[src/rtl/controller_pipe.sv]
// Control unit for the 3-stage RV32IM core: EX-stage ALU decode, WB control register, mul stall sequencer, GPIO CSR decode.
// Latency: alusrc/aluop/stall combinational in EX; writeback controls registered, 1 clk after the accepting EX cycle.
// Backpressure: stall_EX holds the PC/IF-EX register during multi-cycle multiplies; WB takes a bubble whenever EX is stalled or invalid.
//
// Ports: clk, rst_n (async active-low); EX inputs valid_EX, opcode_EX, funct3_EX, funct7_EX, csr_EX;
//        EX outputs alusrc_EX, aluop_EX, stall_EX; WB outputs regwrite_WB, regsel_WB, gpio_we_WB, illegal_WB.
// Build option: CTRL_ILLEGAL_TRAP_EN makes illegal_WB sticky and freezes all writeback until reset.
module controller_pipe #(
    parameter int          ALUOP_W       = 4,
    parameter int          MUL_CYCLES    = 3,
    parameter int          N_GPIO        = 2,
    parameter logic [11:0] GPIO_CSR_BASE = 12'hF02
) (
    input  logic               clk,
    input  logic               rst_n,
    input  logic               valid_EX,
    input  logic [6:0]         opcode_EX,
    input  logic [2:0]         funct3_EX,
    input  logic [6:0]         funct7_EX,
    input  logic [11:0]        csr_EX,
    output logic               alusrc_EX,
    output logic [ALUOP_W-1:0] aluop_EX,
    output logic               stall_EX,
    output logic               regwrite_WB,
    output logic [1:0]         regsel_WB,
    output logic [N_GPIO-1:0]  gpio_we_WB,
    output logic               illegal_WB
);
    localparam int CNT_W = $clog2(MUL_CYCLES) + 1;
    localparam logic [CNT_W-1:0] CNT_LAST = CNT_W'(MUL_CYCLES - 1);

    localparam logic [6:0] OPC_OPIMM = 7'b0010011;
    localparam logic [6:0] OPC_OP    = 7'b0110011;
    localparam logic [6:0] OPC_LUI   = 7'b0110111;
    localparam logic [6:0] OPC_SYS   = 7'b1110011;

    localparam logic [6:0] F7_BASE = 7'b0000000;
    localparam logic [6:0] F7_ALT  = 7'b0100000;
    localparam logic [6:0] F7_MUL  = 7'b0000001;

    localparam logic [3:0] ALU_AND   = 4'h0;
    localparam logic [3:0] ALU_OR    = 4'h1;
    localparam logic [3:0] ALU_XOR   = 4'h2;
    localparam logic [3:0] ALU_ADD   = 4'h3;
    localparam logic [3:0] ALU_SUB   = 4'h4;
    localparam logic [3:0] ALU_MUL   = 4'h5;
    localparam logic [3:0] ALU_MULH  = 4'h6;
    localparam logic [3:0] ALU_MULHU = 4'h7;
    localparam logic [3:0] ALU_SLL   = 4'h8;
    localparam logic [3:0] ALU_SRL   = 4'h9;
    localparam logic [3:0] ALU_SRA   = 4'hA;
    localparam logic [3:0] ALU_SLT   = 4'hC;
    localparam logic [3:0] ALU_SLTU  = 4'hD;

    localparam logic [1:0] SEL_CSR = 2'b00;
    localparam logic [1:0] SEL_LUI = 2'b01;
    localparam logic [1:0] SEL_ALU = 2'b10;

    typedef enum logic {S_IDLE, S_BUSY} state_t;

    logic              dec_alusrc;
    logic [3:0]        dec_aluop;
    logic              dec_rw;
    logic [1:0]        dec_sel;
    logic [N_GPIO-1:0] dec_gpio;
    logic              dec_ill;
    logic              dec_mul;
    logic [N_GPIO-1:0] csr_hit;

    state_t            state, state_nxt;
    logic [CNT_W-1:0]  cnt, cnt_nxt;
    logic              accept;

    // One compare per GPIO CSR; at most one bit can be set.
    always_comb begin
        csr_hit = '0;
        for (int k = 0; k < N_GPIO; k++) begin
            csr_hit[k] = (csr_EX == GPIO_CSR_BASE + 12'(k));
        end
    end

    // Instruction decode. dec_ill starts set and each recognised encoding clears it.
    always_comb begin
        dec_alusrc = 1'b0;
        dec_aluop  = ALU_AND;
        dec_rw     = 1'b0;
        dec_sel    = SEL_CSR;
        dec_gpio   = '0;
        dec_ill    = 1'b1;
        dec_mul    = 1'b0;
        case (opcode_EX)
            OPC_OPIMM: begin
                dec_ill    = 1'b0;
                dec_alusrc = 1'b1;
                dec_rw     = 1'b1;
                dec_sel    = SEL_ALU;
                case (funct3_EX)
                    3'b000:  dec_aluop = ALU_ADD;
                    3'b111:  dec_aluop = ALU_AND;
                    3'b110:  dec_aluop = ALU_OR;
                    3'b100:  dec_aluop = ALU_XOR;
                    3'b001:  if (funct7_EX == F7_BASE) dec_aluop = ALU_SLL; else dec_ill = 1'b1;
                    3'b101: begin
                        if (funct7_EX == F7_BASE)     dec_aluop = ALU_SRL;
                        else if (funct7_EX == F7_ALT) dec_aluop = ALU_SRA;
                        else                          dec_ill   = 1'b1;
                    end
                    default: dec_ill = 1'b1;
                endcase
            end
            OPC_OP: begin
                dec_ill = 1'b0;
                dec_rw  = 1'b1;
                dec_sel = SEL_ALU;
                case (funct7_EX)
                    F7_BASE: begin
                        case (funct3_EX)
                            3'b000:  dec_aluop = ALU_ADD;
                            3'b001:  dec_aluop = ALU_SLL;
                            3'b010:  dec_aluop = ALU_SLT;
                            3'b011:  dec_aluop = ALU_SLTU;
                            3'b100:  dec_aluop = ALU_XOR;
                            3'b101:  dec_aluop = ALU_SRL;
                            3'b110:  dec_aluop = ALU_OR;
                            default: dec_aluop = ALU_AND;
                        endcase
                    end
                    F7_ALT: begin
                        case (funct3_EX)
                            3'b000:  dec_aluop = ALU_SUB;
                            3'b101:  dec_aluop = ALU_SRA;
                            default: dec_ill   = 1'b1;
                        endcase
                    end
                    F7_MUL: begin
                        dec_mul = 1'b1;
                        case (funct3_EX)
                            3'b000:  dec_aluop = ALU_MUL;
                            3'b001:  dec_aluop = ALU_MULH;
                            3'b011:  dec_aluop = ALU_MULHU;
                            default: dec_ill   = 1'b1;
                        endcase
                    end
                    default: dec_ill = 1'b1;
                endcase
            end
            OPC_LUI: begin
                dec_ill = 1'b0;
                dec_rw  = 1'b1;
                dec_sel = SEL_LUI;
            end
            OPC_SYS: begin
                // Only csrrw is supported; GPIO CSRs are write-only side effects, others read back.
                if (funct3_EX == 3'b001) begin
                    dec_ill = 1'b0;
                    if (|csr_hit) begin
                        dec_gpio = csr_hit;
                    end else begin
                        dec_rw  = 1'b1;
                        dec_sel = SEL_CSR;
                    end
                end
            end
            default: ;
        endcase
        // Illegal encodings drive every control to its inactive value.
        if (dec_ill) begin
            dec_alusrc = 1'b0;
            dec_aluop  = ALU_AND;
            dec_rw     = 1'b0;
            dec_sel    = SEL_CSR;
            dec_gpio   = '0;
            dec_mul    = 1'b0;
        end
    end

    assign alusrc_EX = dec_alusrc;
    assign aluop_EX  = ALUOP_W'(dec_aluop);

    // Mul sequencer. The first stall comes from IDLE; BUSY counts the remaining
    // cycles and releases the stall on the last one so WB captures the result.
    // Stall is suppressed under reset so the core can refetch cleanly.
    always_comb begin
        state_nxt = state;
        cnt_nxt   = cnt;
        stall_EX  = 1'b0;
        case (state)
            S_IDLE: begin
                if (valid_EX && dec_mul && (MUL_CYCLES > 1) && rst_n) begin
                    stall_EX  = 1'b1;
                    state_nxt = S_BUSY;
                    cnt_nxt   = CNT_W'(1);
                end
            end
            S_BUSY: begin
                if (!valid_EX) begin
                    // Flush: abandon the multiply, no stall this cycle.
                    state_nxt = S_IDLE;
                    cnt_nxt   = '0;
                end else if (cnt >= CNT_LAST) begin
                    state_nxt = S_IDLE;
                    cnt_nxt   = '0;
                end else begin
                    stall_EX = 1'b1;
                    cnt_nxt  = cnt + CNT_W'(1);
                end
            end
            default: begin
                state_nxt = S_IDLE;
                cnt_nxt   = '0;
            end
        endcase
    end

    always_ff @(posedge clk or negedge rst_n) begin
        if (!rst_n) begin
            state <= S_IDLE;
            cnt   <= '0;
        end else begin
            state <= state_nxt;
            cnt   <= cnt_nxt;
        end
    end

    assign accept = valid_EX && !stall_EX;

`ifdef CTRL_ILLEGAL_TRAP_EN
    // Sticky trap: once an illegal instruction reaches WB, all writeback stays off until reset.
    logic trap_nxt;
    assign trap_nxt = illegal_WB | (accept & dec_ill);

    always_ff @(posedge clk or negedge rst_n) begin
        if (!rst_n) begin
            regwrite_WB <= 1'b0;
            regsel_WB   <= 2'b00;
            gpio_we_WB  <= '0;
            illegal_WB  <= 1'b0;
        end else begin
            regwrite_WB <= accept & dec_rw & ~trap_nxt;
            regsel_WB   <= accept ? dec_sel : 2'b00;
            gpio_we_WB  <= (accept && !trap_nxt) ? dec_gpio : '0;
            illegal_WB  <= trap_nxt;
        end
    end
`else
    // Illegal instructions retire as NOPs (decode already cleared their enables); illegal_WB is a pulse.
    always_ff @(posedge clk or negedge rst_n) begin
        if (!rst_n) begin
            regwrite_WB <= 1'b0;
            regsel_WB   <= 2'b00;
            gpio_we_WB  <= '0;
            illegal_WB  <= 1'b0;
        end else begin
            regwrite_WB <= accept & dec_rw;
            regsel_WB   <= accept ? dec_sel : 2'b00;
            gpio_we_WB  <= accept ? dec_gpio : '0;
            illegal_WB  <= accept & dec_ill;
        end
    end
`endif

endmodule

[config.mk]
export PLATFORM = sky130hd
export DESIGN_NAME = controller_pipe
export DESIGN_NICKNAME = d
export VERILOG_FILES = /design/src/rtl/controller_pipe.sv
export SDC_FILE = /design/constraint.sdc
export NUM_CORES = 1
export LEC_CHECK = 0
export BUFFER_PORTS_ARGS = -buffer_cell sky130_fd_sc_hd__buf_2
export CAP_MARGIN = 20
export CORE_MARGIN = 10
export CORE_UTILIZATION = 45
export DETAILED_ROUTE_END_ITERATION = 7
export PLACE_DENSITY_LB_ADDON = 0.3
export SLEW_MARGIN = 15
export SYNTH_ARGS = -nofsm -noshare
export SYNTH_HDL_FRONTEND = slang
export SYNTH_SLANG_ARGS = --single-unit
[constraint.sdc]
create_clock -name clk -period 2.1 [get_ports clk]
set_input_delay 0.105 -clock clk [delete_from_list [all_inputs] [get_ports clk]]
set_output_delay 0.105 -clock clk [all_outputs]
set_load 0.1 [all_outputs]
==> results.toml, run 1 <==
[status]
outcome = "complete, no violations"

[routing]
drt_drc_violations_left = 0
dr.first_iter.drc_count = 41
post_drt_wl_per_cell_um = 15.6
drt-pass1-iter-count = 4
drtAntennaViolNets = 0
vias = 1055
avgViaCountPerCell = 5.58
wl_mm = 2.94

[grt]
antenna_found_initial = 0
gr-total-overflow = 0
first_global_vias = 1104
grt_pass1_wl_mm = 4.93
track_usage_pct = 14.1
grt_max_degree = 12

[worst_setup_path]
rr_worst_depth = 4
worst-path-buf-inv = 2
crit_path_max_incr_delay_ns = 0.53
cp_data_required_time_ns = 2.00
critPathTopFamily = "simple AND/OR/NAND/NOR gates"
end_kind = "output port"
crit_path_max_fanout = 3
crit_type = "input port to output port"
r2r-start = "state"
crit_path_top_delay_cell = "or4_4"
arrival_ns = 1.95
rrSetupSlack_ns = 0.58
cpMostUsedCell = "or4_4"
crit_path_cell_trace = "buf_6, or4_4, or4_4, a2111oi_4, nor2_2, nor2_4, buf_12"
start_kind = "input port"
timing.rr.end = "gpio_we_WB[0]"

[timing]
rsz0062_at_grt = "true"
maxSlewViolCount = 0
slew_headroom_pct = 67.4
worst_hold_slack_ns = 0.150
finalHoldViolCount = 0
fin_skew_ns = 0.00142
tightest_slew_ns = 0.492
setup-violations-final = 0
post-route-min-period_ns = 2.06
fmax_mhz = 486
finalCritPeriodShare_pct = 98.1

[power]
worst_ir_drop_vdd_mv = 0.663
power.density_nw_per_um2 = 353
p_leak_nw = 0.629
finalPower_mw = 0.505

[die]
fp.dieArea_um2 = 4200
die_h_um = 64.8
ios = 44
initial_core_util_pct = 46.5
fp-row-count = 16
core_um2 = 1940
die_w_um = 64.8

[final_layout]
stdcell_count = 189
layout_commonest_cell = "buf_2"
antenna_cells = 0
final_cell_mix = "buf_2 (36), nor2_1 (11), dfrtp_1 (10), buf_4 (10), nand2_1 (7)"
layout-drive-gt1-share_pct = 48.8
stdcell_area_um2 = 1430
utilization_pct = 73.6
area_delta_synth_final_pct = 58.3
layout.nets = 196

[yosys]
ys_seq_elements = 10
synthFlopType = "dfrtp_1"
ys_types = 46
post_synth.cell_area_avg_um2 = 8.36
yosysWarnings = 0
syn_area_um2 = 903
synth-edff-count = 0
yosys.area.top_type = "dfrtp_1"
synth-seq-area-share_pct = 27.7
syn_inst = 108
synth_area_leaders = "dfrtp_1 (28%), nor2_1 (5.4%), nand3b_1 (3.3%), a2111oi_4 (3.0%), nand2_1 (2.9%)"
synth_top_area_share_pct = 27.7
synthesis.nets = 141
async_reset_ff_share_pct = 100

[clocking]
path_clk_slew_ns = 0.06
cts_tree = "done"
cts.path.max_buffers = 2
numCtsBuffers = 3
postCtsSetupRepairBufs = 0
cts.sinks = 10
clkLatencyLatePin_ns = 0.27
root_buffer = "clkbuf_4"
h-tree-depth = 1

[job]
maxCapViolCount = 0

[worst_hold_path]
holdCritPathClass = "input port to flip-flop"
min_from = "valid_EX"
hold_path_end = "cnt[2]"
worstHoldPathCells = 3

[placed_design]
numPortBuffers = 43
hpwl_mm = 2.49
place_inst = 183
postPlaceCellArea_um2 = 1370
gp_congestion = 0.871
==> through the flow <==
step,worst slack [ns],setup TNS (ns)
after floorplan,-0.152,-0.228
after global placement,0.0643,0
after detailed placement,0.0143,0
after CTS,0.0332,0
after global routing,-0.0223,-0.0223
final,0.0405,0
==> cell type report <==
cell class / instances / area [um2]
fillers: 153 / 512
multi-input cells: 87 / 681
well taps: 27 / 33.8
repair buffers: 55 / 407
clock buffers: 4 / 36.3
inverters: 6 / 22.5
flip-flops and latches: 10 / 250
==> synthesized netlist by cell type, drive strengths merged, types with 2 or more instances <==
library cell   n
or2b           2
dfrtp         10
clkbuf         4
nand4          4
nand2b         3
inv            6
and4           2
or4            3
nand3          2
nand2          7
o32ai          2
mux2           2
nand3b         4
nor4           3
a21oi          6
nor3           5
o21ai          5
nor2          13
==> cells by family (layout without fill, tap and decap cells) <==
kind of cell | count (synthesis) | in the layout | synth area share (%)
AND/OR/NAND/NOR | 57 | 57 | 37.7
XOR/XNOR | 1 | 1 | 0.970
multiplexers | 2 | 2 | 2.49
buffers and inverters | 11 | 65 | 6.51
adder cells (fa/ha/maj) | 1 | 1 | 1.38
AO/OA/AOI/OAI | 26 | 26 | 23.3
flip-flops | 10 | 10 | 27.7
==> report_power, final <==
part           switching [mW]  leakage (nW)  total, mW  internal (mW)
clock network          0.0670        0.0210      0.172          0.105
registers            0.000247         0.137      0.194          0.194
logic                  0.0795         0.470      0.138         0.0590
total                   0.147         0.629      0.505          0.358
==> how the worst max path moves through the flow <==
stage                         endpoint          from  slack (ns)  depth (start not counted)
final                         stall_EX  funct7_EX[6]        0.04                          7
after global routing          stall_EX  funct7_EX[6]       -0.02                          7
after CTS                     stall_EX  funct7_EX[3]        0.03                          7
after detailed placement  regsel_WB[0]  funct7_EX[3]        0.01                          7
after global placement        stall_EX  funct7_EX[3]        0.06                          7
after floorplan                  state  funct7_EX[5]       -0.15                          6
==> flip-flops by register name (all words and copies together), names as in the netlist <==
name         flops
regwrite_WB      1
illegal_WB       1
state            1
cnt              3
gpio_we_WB       2
regsel_WB        2
==> worst min-delay path: cells and delay by family <==
kind | cells | cell delay, ns
simple gates | 1 | 0.08
compound gates | 1 | 0.07
buf+inv | 1 | 0.12
==> timing repair <==
item	4_1_cts	5_1_grt
hold endpoints to repair	10	1
hold buffers	1	1
endpoints found under the setup margin	0	2
resized for setup	0	1
==> metal layers <==
metal | vias to the layer above | track usage, % | part of all wire [%]
met5 | - | 0 | 0
met4 | 0 | 2.94 | 0
met3 | 0 | 7.04 | 9.0
met2 | 41 | 23.9 | 49
met1 | 496 | 15.7 | 42
li1 | 518 | - | -
Note: power is estimated with default switching activity, not from simulation.
==> inputs of run 2 (changes only) <==
==> constraint.sdc (replaced) <==
create_clock -name clk -period 2.1 [get_ports clk]
set_input_delay 0.21 -clock clk [delete_from_list [all_inputs] [get_ports clk]]
set_output_delay 0.21 -clock clk [all_outputs]
set_load 0.1 [all_outputs]
==> results.toml, run 2 (synthesis gave the netlist of run 1 again) <==
[placed_design]
hpwl_mm = 2.64
place_ws_ns = -0.164
place_inst = 192
numPortBuffers = 43
gp_congestion = 0.863

[final_layout]
regArea_um2 = 250
n_fill_cell = 126
antenna_cells = 0
utilization_pct = 79.4
largest_register_ffs = 3
largest_register = "cnt"
area_delta_synth_final_pct = 70.8
largestRegisters = "cnt (3), gpio_we_WB (2), regsel_WB (2)"
final_cell_mix = "buf_2 (35), buf_4 (20), nor2_1 (11)"
layout-drive-gt1-share_pct = 53.2
layout.nets = 207
multi_input_area_um2 = 699
layout_commonest_cell = "buf_2"
stdcell_count = 200

[grt]
use_met2_pct = 30.0
gr-total-overflow = 0
track_usage_pct = 15.9
grtUsageMet3_pct = 6.01
first_global_vias = 1265
grtUsageMet1_pct = 16.3
grt-busiest-layer = "met2"
grt_max_degree = 11
grt_pass1_wl_mm = 5.60
antenna_found_initial = 0

[power]
p_int_mw = 0.367
worst_ir_drop_vdd_mv = 0.470
p_sw_mw = 0.155
clkPwrFrac_pct = 33.6
p_sw_share_pct = 29.7
seq_power_share_pct = 37.2
power.density_nw_per_um2 = 339
pwr-share-comb_pct = 29.2
finalPower_mw = 0.522
p_leak_nw = 0.687

[timing]
finalCritPeriodShare_pct = 107
fin_skew_ns = 0.00702
maxSlewViolCount = 0
post-route-min-period_ns = 2.25
setup-violations-final = 4
fmax_mhz = 445
finalHoldViolCount = 0
tightest_slew_ns = 0.493
slew_headroom_pct = 66.8
rsz0062_at_grt = "true"
fin_ws_ns = -0.148

[die]
fp-row-count = 16
die_h_um = 64.8
initial_core_util_pct = 46.5
die_w_um = 64.8
ios = 44
core_um2 = 1940
fp.dieArea_um2 = 4200

[worst_hold_path]
holdCritPathClass = "input port to flip-flop"

[worst_setup_path]
crit_path_top_delay_cell = "or4_4"
end_kind = "output port"
crit_type = "input port to output port"
arrival_ns = 2.04
cp_data_required_time_ns = 1.89
cpMostUsedCell = "or4_4"
crit_path_cell_trace = "buf_6, or4_4, or4_4, a2111oi_4, nor2_2, nor2_4, buf_12"
crit_path_max_fanout = 3
worst-path-buf-inv = 2
start_kind = "input port"
crit_path_max_incr_delay_ns = 0.54
critPathTopFamily = "simple AND/OR/NAND/NOR gates"

[job]
maxCapViolCount = 0

[clocking]
cts.path.max_buffers = 2
path_clk_slew_ns = 0.07
cts.sinks = 10
h-tree-depth = 1
numCtsBuffers = 3
root_buffer = "clkbuf_4"
cts_tree = "done"
clkLatencyLatePin_ns = 0.27

[status]
violations = "negative setup slack"
outcome = "finished with violations"

[routing]
avgViaCountPerCell = 5.73
dr.first_iter.drc_count = 65
drt_drc_violations_left = 0
drt-pass1-iter-count = 4
wl_mm = 3.36
drtAntennaViolNets = 0
vias = 1145
post_drt_wl_per_cell_um = 16.8
run 2: changes by cell type in the layout (fill, tap and decap cells not counted), sizes merged:
| cell | change |
|---|---|
| buf | +12 |
| dlygate4sd3 | -1 |
run 2: worst register-to-register path: stages (launching register included):
cell,delay (ns)
dfrtp_1,0.49
and2_1,0.21
nand2b_1,0.17
or2_2,0.31
nor4_1,0.28
run 2: power by group through the flow:
stage	Combinational, mW	Clock [mW]	Sequential (mW)
floorplan	0.0690	0	0.208
global placement	0.138	0	0.198
detailed placement	0.144	0	0.198
CTS	0.148	0.178	0.194
global route	0.164	0.189	0.194
finish	0.153	0.175	0.194
run 2: path summary, 6_finish.rpt:
kind                       depth (start not counted)       endpoint         start  slack [ns]
setup / recovery                                   7       stall_EX  funct7_EX[6]       -0.15
hold / removal                                     2  gpio_we_WB[0]     csr_EX[0]        0.12
setup reg to reg                                   4  gpio_we_WB[0]         state        0.54
hold reg to reg                                    2         cnt[1]        cnt[1]        0.57
max in group asynchronous                          2    regwrite_WB         rst_n        1.35
min in group asynchronous                          2  gpio_we_WB[1]         rst_n        0.43
run 2: cell type report:
cell class | count | area share (%)
Multi-Input combinational cell | 87 | 45.3
Clock buffer | 4 | 2.35
Inverter | 6 | 1.46
Timing Repair Buffer | 66 | 32.4
Tap cell | 27 | 2.19
Sequential cell | 10 | 16.2
run 2: what timing repair did:
action,in CTS,in global routing
pin swaps,6,2
hold buffers,1,0
cloned,0,0
setup buffers,3,0
setup endpoints to repair,5,6
gates resized for setup,5,3
endpoints found under the hold margin,10,0
run 2: through the flow:
step           hold WS (ns)  TNS [ns]  instance area [um2]
6_report              0.115    -0.429                 1540
5_1_grt               0.113    -0.664                 1540
4_1_cts               0.111    -0.426                 1520
3_5_place_dp         0.0845    -0.603                 1430
3_3_place_gp         0.0772    -0.296                 1430
2_1_floorplan       -0.0856     -1.23                  988
run 2: metal layers:
metal | vias up | wire (um)
met1 | 530 | 1230
met4 | 0 | 38
met2 | 72 | 1770
li1 | 537 | -
met5 | - | 0
met3 | 6 | 316
==> inputs of run 3 (changes only) <==
--- a/config.mk
+++ b/config.mk
@@ -8,7 +8,8 @@
 export BUFFER_PORTS_ARGS = -buffer_cell sky130_fd_sc_hd__buf_2
 export CAP_MARGIN = 20
 export CORE_MARGIN = 10
-export CORE_UTILIZATION = 45
+export CORE_UTILIZATION = 41
+export CTS_CLUSTER_DIAMETER = 100
 export DETAILED_ROUTE_END_ITERATION = 7
 export PLACE_DENSITY_LB_ADDON = 0.3
 export SLEW_MARGIN = 15
==> constraint.sdc (replaced) <==
create_clock -name clk -period 2 [get_ports clk]
set_input_delay 0.2 -clock clk [delete_from_list [all_inputs] [get_ports clk]]
set_output_delay 0.2 -clock clk [all_outputs]
set_load 0.1 [all_outputs]
==> results.toml, run 3 (synthesis gave the netlist of run 1 again) <==
[status]
outcome = "finished with violations"
violations = "negative setup slack"

[routing]
wl_mm = 3.27
dr.first_iter.drc_count = 26
vias = 1144
post_drt_wl_per_cell_um = 15.8
drt_drc_violations_left = 0
avgViaCountPerCell = 5.53
drt-pass1-iter-count = 4
drtAntennaViolNets = 0

[timing]
fmax_mhz = 449
fin_skew_ns = 0.00954
fin_ws_ns = -0.225
tightest_slew_ns = 0.493
slew_headroom_pct = 67.3
post-route-min-period_ns = 2.23
finalCritPeriodShare_pct = 111
maxSlewViolCount = 0
finalHoldViolCount = 0
setup-violations-final = 6
rsz0062_at_grt = "true"

[die]
fp-row-count = 16
die_h_um = 66.9
fp.dieArea_um2 = 4480
ios = 44
die_w_um = 66.9
initial_core_util_pct = 44.7
core_um2 = 2020

[final_layout]
n_fill_cell = 143
largestRegisters = "cnt (3), gpio_we_WB (2), regsel_WB (2)"
multi_input_area_um2 = 689
largest_register_ffs = 3
layout-drive-gt1-share_pct = 55.0
layout_commonest_cell = "buf_2"
regArea_um2 = 250
utilization_pct = 78.2
stdcell_count = 207
area_delta_synth_final_pct = 74.9
layout.nets = 215
antenna_cells = 0
largest_register = "cnt"
final_cell_mix = "buf_2 (36), buf_4 (26), nor2_1 (10), dfrtp_1 (10), nand2_1 (7)"

[grt]
grt_max_degree = 12
grt_pass1_wl_mm = 5.66
antenna_found_initial = 0
gr-total-overflow = 0
track_usage_pct = 15.8
first_global_vias = 1285

[power]
power.density_nw_per_um2 = 322
p_sw_mw = 0.158
seq_power_share_pct = 40.1
finalPower_mw = 0.508
p_sw_share_pct = 31.1
worst_ir_drop_vdd_mv = 0.298
p_int_mw = 0.350
clkPwrFrac_pct = 27.1
pwr-share-comb_pct = 32.8
p_leak_nw = 0.719

[worst_setup_path]
start_kind = "input port"
crit_path_max_fanout = 4
arrival_ns = 2.03
cp_data_required_time_ns = 1.80
end_kind = "output port"
crit_type = "input port to output port"

[clocking]
clkLatencyLatePin_ns = 0.27
numCtsBuffers = 3
root_buffer = "clkbuf_4"
cts_tree = "done"
cts.path.max_buffers = 2
cts.sinks = 10
h-tree-depth = 1
path_clk_slew_ns = 0.06

[placed_design]
gp_congestion = 0.916
hpwl_mm = 2.66
numPortBuffers = 43
place_inst = 196

[job]
maxCapViolCount = 0

[worst_hold_path]
holdCritPathClass = "input port to flip-flop"
run 3: changes by cell type in the layout (fill, tap and decap cells not counted), sizes merged:
cell / before / now
clkbuf: 4 / 3
buf: 65 / 73
run 3: per-layer routing:
layer,vias up,wire (um),GRT usage [%]
met5,-,0,0
li1,553,-,-
met2,52,1580,26.5
met4,0,63,7.95
met1,533,1340,17.7
met3,6,285,4.68
run 3: layout make-up:
type                            count  area share (%)
Sequential cell                    10            15.8
Clock buffer                        3            1.43
Multi-Input combinational cell     87            43.6
Inverter                            6            1.43
Timing Repair Buffer               74            35.6
Tap cell                           27            2.14
run 3: path summary, 6_finish.rpt:
kind / startpoint / endpoint / slack (ns) / cells after the start
setup / recovery: funct7_EX[6] / stall_EX / -0.23 / 7
hold / removal: csr_EX[0] / gpio_we_WB[0] / 0.13 / 2
setup reg to reg: state / gpio_we_WB[1] / 0.44 / 4
hold reg to reg: cnt[2] / cnt[2] / 0.55 / 2
max in group asynchronous: rst_n / gpio_we_WB[0] / 1.28 / 2
min in group asynchronous: rst_n / cnt[1] / 0.42 / 2
run 3: timing repair:
action,in CTS,in global routing
setup endpoints to repair,4,9
pin swaps,6,4
gates resized for setup,7,1
buffers inserted,7,0
endpoints found under the hold margin,10,10
run 3: metrics by stage:
step                      hold WS [ns]  TNS (ns)  area (um2)  setup WS [ns]
after detailed placement        0.0765     -1.77        1460         -0.251
after global placement          0.0668     -1.34        1460         -0.211
final                            0.126    -0.924        1580         -0.225
after global routing             0.118     -1.18        1580         -0.278
after CTS                       -0.211    -0.829        1570         -0.226
after floorplan                -0.0956     -1.80         988         -0.354
run 3: power groups by stage:
stage | Combinational [mW] | Clock (mW) | Sequential (mW)
global placement | 0.151 | 0 | 0.208
detailed placement | 0.157 | 0 | 0.208
CTS | 0.163 | 0.137 | 0.204
global route | 0.183 | 0.147 | 0.204
floorplan | 0.0724 | 0 | 0.218
finish | 0.167 | 0.138 | 0.204
run 3: critical path, stage by stage:
cell and delay [ns]:
buf_6 0.09, or4_4 0.55, or4_4 0.52, a2111oi_4 0.25, nor2_2 0.08, nor2_4 0.14
buf_12 0.18
